[config.mk]
export PLATFORM = sky130hd
export DESIGN_NAME = if_id_queue
export DESIGN_NICKNAME = d
export VERILOG_FILES = /design/src/rtl/sys_defs.sv /design/src/rtl/ifq_storage.sv /design/src/rtl/if_id_queue.sv
export SDC_FILE = /design/constraint.sdc
export NUM_CORES = 1
export LEC_CHECK = 0
export ABC_AREA = 0
export BUFFER_PORTS_ARGS = -buffer_cell sky130_fd_sc_hd__buf_2
export CELL_PAD_IN_SITES_DETAIL_PLACEMENT = 0
export CELL_PAD_IN_SITES_GLOBAL_PLACEMENT = 2
export CORE_ASPECT_RATIO = 1.75
export CORE_UTILIZATION = 40
export DETAILED_ROUTE_END_ITERATION = 8
export HOLD_SLACK_MARGIN = 0.12
export PLACE_DENSITY_LB_ADDON = 0.2
export SLEW_MARGIN = 20
export SYNTH_ARGS = -nofsm -noshare
export SYNTH_HDL_FRONTEND = slang
export SYNTH_SLANG_ARGS = --single-unit
[constraint.sdc]
create_clock -name clk -period 11.7 [get_ports clk]
set_input_delay 2.925 -clock clk [delete_from_list [all_inputs] [get_ports clk]]
set_output_delay 2.925 -clock clk [all_outputs]
set_load 0.005 [all_outputs]
[src/rtl/sys_defs.sv]
// Shared definitions for the fetch/decode boundary: instruction queue entry
// layout, default queue depth and the NOOP encoding shown on an empty head.
package sys_defs;

  localparam int          IFQ_DEPTH = 4;
  localparam logic [31:0] NOOP_INST = 32'h0000_0013;

  typedef struct packed {
    logic [31:0] PC;
    logic [31:0] NPC;
    logic [31:0] IR;
  } ifq_entry_t;

endpackage

[src/rtl/ifq_storage.sv]
// Entry storage for the IF/ID queue: one synchronous write port and one
// asynchronous read port. Contents are not reset.
module ifq_storage
  import sys_defs::*;
#(
  parameter int DEPTH = IFQ_DEPTH,
  parameter int AW    = $clog2(DEPTH)
) (
  input  logic          clk,
  input  logic          we_i,
  input  logic [AW-1:0] waddr_i,
  input  ifq_entry_t    wdata_i,
  input  logic [AW-1:0] raddr_i,
  output ifq_entry_t    rdata_o
);

  ifq_entry_t mem_q [DEPTH];

  always_ff @(posedge clk) begin
    if (we_i) mem_q[waddr_i] <= wdata_i;
  end

  assign rdata_o = mem_q[raddr_i];

endmodule

[src/rtl/if_id_queue.sv]
// Circular instruction queue between fetch and decode; flush on taken branch.
// Optional macro IFQ_BYPASS_EN lets a fetch into an empty queue reach decode combinationally.
module if_id_queue
  import sys_defs::*;
#(
  parameter int DEPTH = IFQ_DEPTH
) (
  input  logic                     clk,
  input  logic                     rst,
  input  logic                     if_valid_inst_in,
  input  logic [31:0]              if_PC_in,
  input  logic [31:0]              if_NPC_in,
  input  logic [31:0]              if_IR_in,
  input  logic                     id_hazard_flag,
  input  logic                     ex_take_branch_out,
  output logic                     ifq_full,
  output logic [31:0]              ifq_PC_out,
  output logic [31:0]              ifq_NPC_out,
  output logic [31:0]              ifq_IR_out,
  output logic                     ifq_valid_inst_out,
  output logic [$clog2(DEPTH):0]   ifq_count
);

  localparam int PW = $clog2(DEPTH);
  localparam int CW = PW + 1;

  logic [PW-1:0] rd_ptr_q, rd_ptr_d, wr_ptr_q, wr_ptr_d;
  logic [CW-1:0] count_q, count_d;
  logic          empty, enq, deq, byp, wr_en;
  ifq_entry_t    head, wdata;

  assign empty    = (count_q == '0);
  assign ifq_full = (count_q == CW'(DEPTH));
  assign enq      = if_valid_inst_in && !ifq_full && !ex_take_branch_out;
  assign deq      = !empty && !id_hazard_flag && !ex_take_branch_out;

`ifdef IFQ_BYPASS_EN
  assign byp = empty && if_valid_inst_in && !ex_take_branch_out;
`else
  assign byp = 1'b0;
`endif

  // A bypassed instruction that decode consumes immediately never lands in storage.
  assign wr_en = enq && !(byp && !id_hazard_flag);

  assign wdata = '{PC: if_PC_in, NPC: if_NPC_in, IR: if_IR_in};

  ifq_storage #(.DEPTH(DEPTH)) u_storage (
    .clk     (clk),
    .we_i    (wr_en && !rst),
    .waddr_i (wr_ptr_q),
    .wdata_i (wdata),
    .raddr_i (rd_ptr_q),
    .rdata_o (head)
  );

  always_comb begin
    rd_ptr_d = rd_ptr_q;
    wr_ptr_d = wr_ptr_q;
    count_d  = count_q;
    if (ex_take_branch_out) begin
      rd_ptr_d = '0;
      wr_ptr_d = '0;
      count_d  = '0;
    end else begin
      if (wr_en) wr_ptr_d = wr_ptr_q + PW'(1);
      if (deq)   rd_ptr_d = rd_ptr_q + PW'(1);
      case ({wr_en, deq})
        2'b10:   count_d = count_q + CW'(1);
        2'b01:   count_d = count_q - CW'(1);
        default: count_d = count_q;
      endcase
    end
  end

  always_ff @(posedge clk) begin
    if (rst) begin
      rd_ptr_q <= '0;
      wr_ptr_q <= '0;
      count_q  <= '0;
    end else begin
      rd_ptr_q <= rd_ptr_d;
      wr_ptr_q <= wr_ptr_d;
      count_q  <= count_d;
    end
  end

  always_comb begin
    ifq_valid_inst_out = 1'b0;
    ifq_PC_out         = '0;
    ifq_NPC_out        = '0;
    ifq_IR_out         = NOOP_INST;
    if (byp) begin
      ifq_valid_inst_out = 1'b1;
      ifq_PC_out         = if_PC_in;
      ifq_NPC_out        = if_NPC_in;
      ifq_IR_out         = if_IR_in;
    end else if (!empty) begin
      ifq_valid_inst_out = 1'b1;
      ifq_PC_out         = head.PC;
      ifq_NPC_out        = head.NPC;
      ifq_IR_out         = head.IR;
    end
  end

  assign ifq_count = count_q;

endmodule
==> qor.log <==
[yosys] xor and xnor fraction of the mapped netlist area 0.117%
[cts] number of clock buffers inserted by TritonCTS 35
[global_route] first-pass GRT wire length 47.5 mm
[placement] placed cell area 16500 sq um
[pwr] largest voltage drop on the vdd net 0.127 mV
[sta] peak clock frequency supported by timing 0.164 GHz
[cts] clock insertion delay at the later pin of the skew report 0.53 ns
[yosys] number of enable flip-flop cells after synthesis 384
[sta] Worst slew margin 33.9%
[sta] worst clock skew on the final layout 0.0113 ns
[yosys] average instance area after synthesis 22.6 sq um
[yosys] synthesized-area fraction occupied by adder cells 0.551%
[flow_run] total of max-cap violations 0
[global_route] number of antenna violations at the first check in global routing 6
[status] result of the run finished, final reports clean
[cts] total number of H-tree levels 2
[global_route] GR Util All Layers 16.8%
[cts] Hold-fix buffers, CTS 0
[detailed_routing] Via Count 7112
[floorplan] number of rows created at floorplan 93
[yosys] post-synth design cell area 15000 sq um
[floorplan] DIE AREA 38200 sq um
[detailed_routing] drt total wl 31.3 mm
[detailed_routing] detailed-route wire length per cell 22.6 um
[cts] TritonCTS clock tree done
[final_layout] area added between synthesis and finish 17.1%
[sta] fraction of the cycle the final worst path needs 52.2%
[sta] unrepaired setup endpoints after global routing no
[yosys] unique cell type count in the Yosys netlist 25
[yosys] leading register cell type out of synthesis sky130_fd_sc_hd__edfxtp_1
[cts] worst-case clock buffer depth 3
[setup_path] startpoint type of the worst setup path flip-flop
[sta] Setup TNS Final 0 ns
[yosys] proportion of synthesized chip area in sequential cells 78.2%
[final_layout] layout cell share with drive strength beyond 1 40.1%
[placement] global placer's final weighted congestion 0.728
[setup_path] category of the most critical setup path flip-flop to output pin
[yosys] share of cell area taken by muxes after synthesis 14.6%
[sta] number of setup violations in the final report 0
[min_path] hold crit path type flip-flop to flip-flop
[yosys] Synth Net Count 771
[setup_path] worst-path maximum fanout 50
[yosys] simple-gate area share of the yosys netlist 4.83%
[final_layout] number of inserted filler cells in the final layout 3090
[setup_path] register-to-register setup slack 8.55 ns
[cts] PostCTS Resize Cnt 0
[yosys] Yosys warning count 0
[detailed_routing] final routed DRC violation total 0
[detailed_routing] Vias/cell 5.15
[global_route] via count of the first global-routing pass 8011
[detailed_routing] DR iter-0 viols 351
[final_layout] FF/Latch Area 11700 sq um
[placement] Final HPWL DP 18.1 mm
[sta] Worst-Margin Slew 0.991 ns
[yosys] Post-Synthesis Cells 664
[floorplan] Top-Level Pins 202
[detailed_routing] post-route antenna net violation count 0
[cts] post-CTS clock slew at the launch and capture registers of the worst setup and hold paths 0.06 ns
[floorplan] Die Span X 148 um
[cts] CTS sink count 393
[sta] min cycle time layout 6.10 ns
[placement] number of buffers added on ports 201
[sta] final-report hold violation count 0
[pwr] total power per unit cell area 155 nW/um^2
[setup_path] Critical Path End Type output pin
[setup_path] required time at the worst-slack endpoint 8.78 ns
[floorplan] Initial Util 40.6%
[final_layout] area occupied by multi-input gates 3070 sq um
[sta] number of pins with negative max-slew slack in the final report 0
[cts] CTS root buffer sky130_fd_sc_hd__clkbuf_16
[yosys] Compound-Gate Fraction of Synth Area 0.267%
[floorplan] core box area 36900 sq um
[detailed_routing] count of TritonRoute iterations in the first routing pass 4
[floorplan] die boundary height 258 um
[global_route] total grt overflow 0
[global_route] pin count of the biggest net entering global routing 60
[final_layout] cell area after layout 17500 sq um
[final_layout] net count of the finished layout 986
[yosys] dominant combinational cell family by area after synthesis multiplexers
[pwr] leakage power figure 5.91 nW
[setup_path] arrival time at the worst endpoint 3.18 ns
[cts] number of setup buffers added after CTS 0
[yosys] ys async rst share 0%
[yosys] register bit count reported by yosys 393
area by class of cell:
cell class,instances,area share (%)
Antenna cell,1,0.0143
Clock buffer,45,5.45
Clock inverter,18,0.478
Inverter,6,0.128
Multi-Input combinational cell,231,17.5
Sequential cell,393,66.8
Tap cell,475,3.39
Timing Repair Buffer,212,6.23
cell usage after synthesis (5+ instances only):
library cell	n	area (sq um)
sky130_fd_sc_hd__a21oi_1	5	25.0
sky130_fd_sc_hd__and2_1	93	582
sky130_fd_sc_hd__buf_2	12	60.1
sky130_fd_sc_hd__buf_6	5	56.3
sky130_fd_sc_hd__clkbuf_1	16	60.1
sky130_fd_sc_hd__dfxtp_1	9	180
sky130_fd_sc_hd__edfxtp_1	384	11500
sky130_fd_sc_hd__ha_1	5	62.6
sky130_fd_sc_hd__inv_1	6	22.5
sky130_fd_sc_hd__mux4_2	96	2160
sky130_fd_sc_hd__nor3b_1	5	37.5
final timing paths:
| kind | startpoint | to | cells past startpoint |
|---|---|---|---|
| setup / recovery | flip-flop | ifq_NPC_out[1] | 4 |
| hold / removal | rd_ptr_q[1] | flip-flop | 2 |
| setup reg to reg | ifq_count[0] | u_storage.mem_q[1][19] | 5 |
| hold reg to reg | rd_ptr_q[1] | flip-flop | 2 |
per-layer routing:
layer	wire length (um)	GRT usage [%]	share of wire [%]	vias up
met5	43	0	0.14	-
met4	655	5.53	2.1	6
met3	1620	3.76	5.2	51
met2	17100	30.6	55	189
met1	11900	19.3	38	3736
li1	-	-	-	3130
report_power, final:
group	internal [W]	switching, W	total, W
logic	0.0000391	0.0000482	0.0000873
registers	0.00156	0.00000458	0.00156
clock network	0.000579	0.000488	0.00107
total	0.00218	0.000541	0.00272
cells in the final DEF (no fill, tap or decap), drive strengths merged:
master	netlist	layout
or2	4	4
nand2b	1	1
nor3b	5	5
a21oi	5	5
mux4	96	96
xor2	2	2
or3b	1	1
dfxtp	9	9
inv	6	6
nor3	2	2
or3	3	3
buf	18	212
nand2	4	4
and2	93	93
o21ai	3	3
clkinvlp	0	2
clkbuf	16	45
ha	5	5
nor2	4	4
fa	1	1
clkinv	0	16
diode	0	1
edfxtp	384	384
mux2i	2	2
logic make-up after synthesis:
| group | Yosys count |
|---|---|
| DFF | 393 |
| and+or+nand+nor | 117 |
| muxes | 98 |
| buffers and inverters | 40 |
| AOI/OAI and AO/OA | 8 |
| adders and majority gates | 6 |
| xor gates and xnor gates | 2 |
metrics by stage:
stage / worst slack [ns] / power, W / instances / util (%) / hold WS [ns]
finish: 5.60 / 0.00272 / 1381 / 47.5 / 0.504
detailed placement: 5.69 / 0.00168 / 1317 / 44.7 / 0.494
floorplan: 0.578 / 0.00163 / 664 / - / 0.459
CTS: 5.11 / 0.00275 / 1380 / 47.5 / 0.503
global placement: 5.72 / 0.00168 / 1317 / 44.7 / 0.460
global route: 5.26 / 0.00281 / 1380 / 47.5 / 0.536
worst max-delay path, stage by stage (launching register included):
cell	delay [ns]
sky130_fd_sc_hd__dfxtp_4	1.00
sky130_fd_sc_hd__buf_6	0.68
sky130_fd_sc_hd__mux4_2	0.58
sky130_fd_sc_hd__and2_1	0.20
sky130_fd_sc_hd__buf_2	0.14
registers in the layout, indices dropped and copies added (netlist names), named ones only:
register         cells
wr_ptr_q             2
rd_ptr_q             2
u_storage.mem_q    384
ifq_count            3
(Power assumes the default switching activity.)
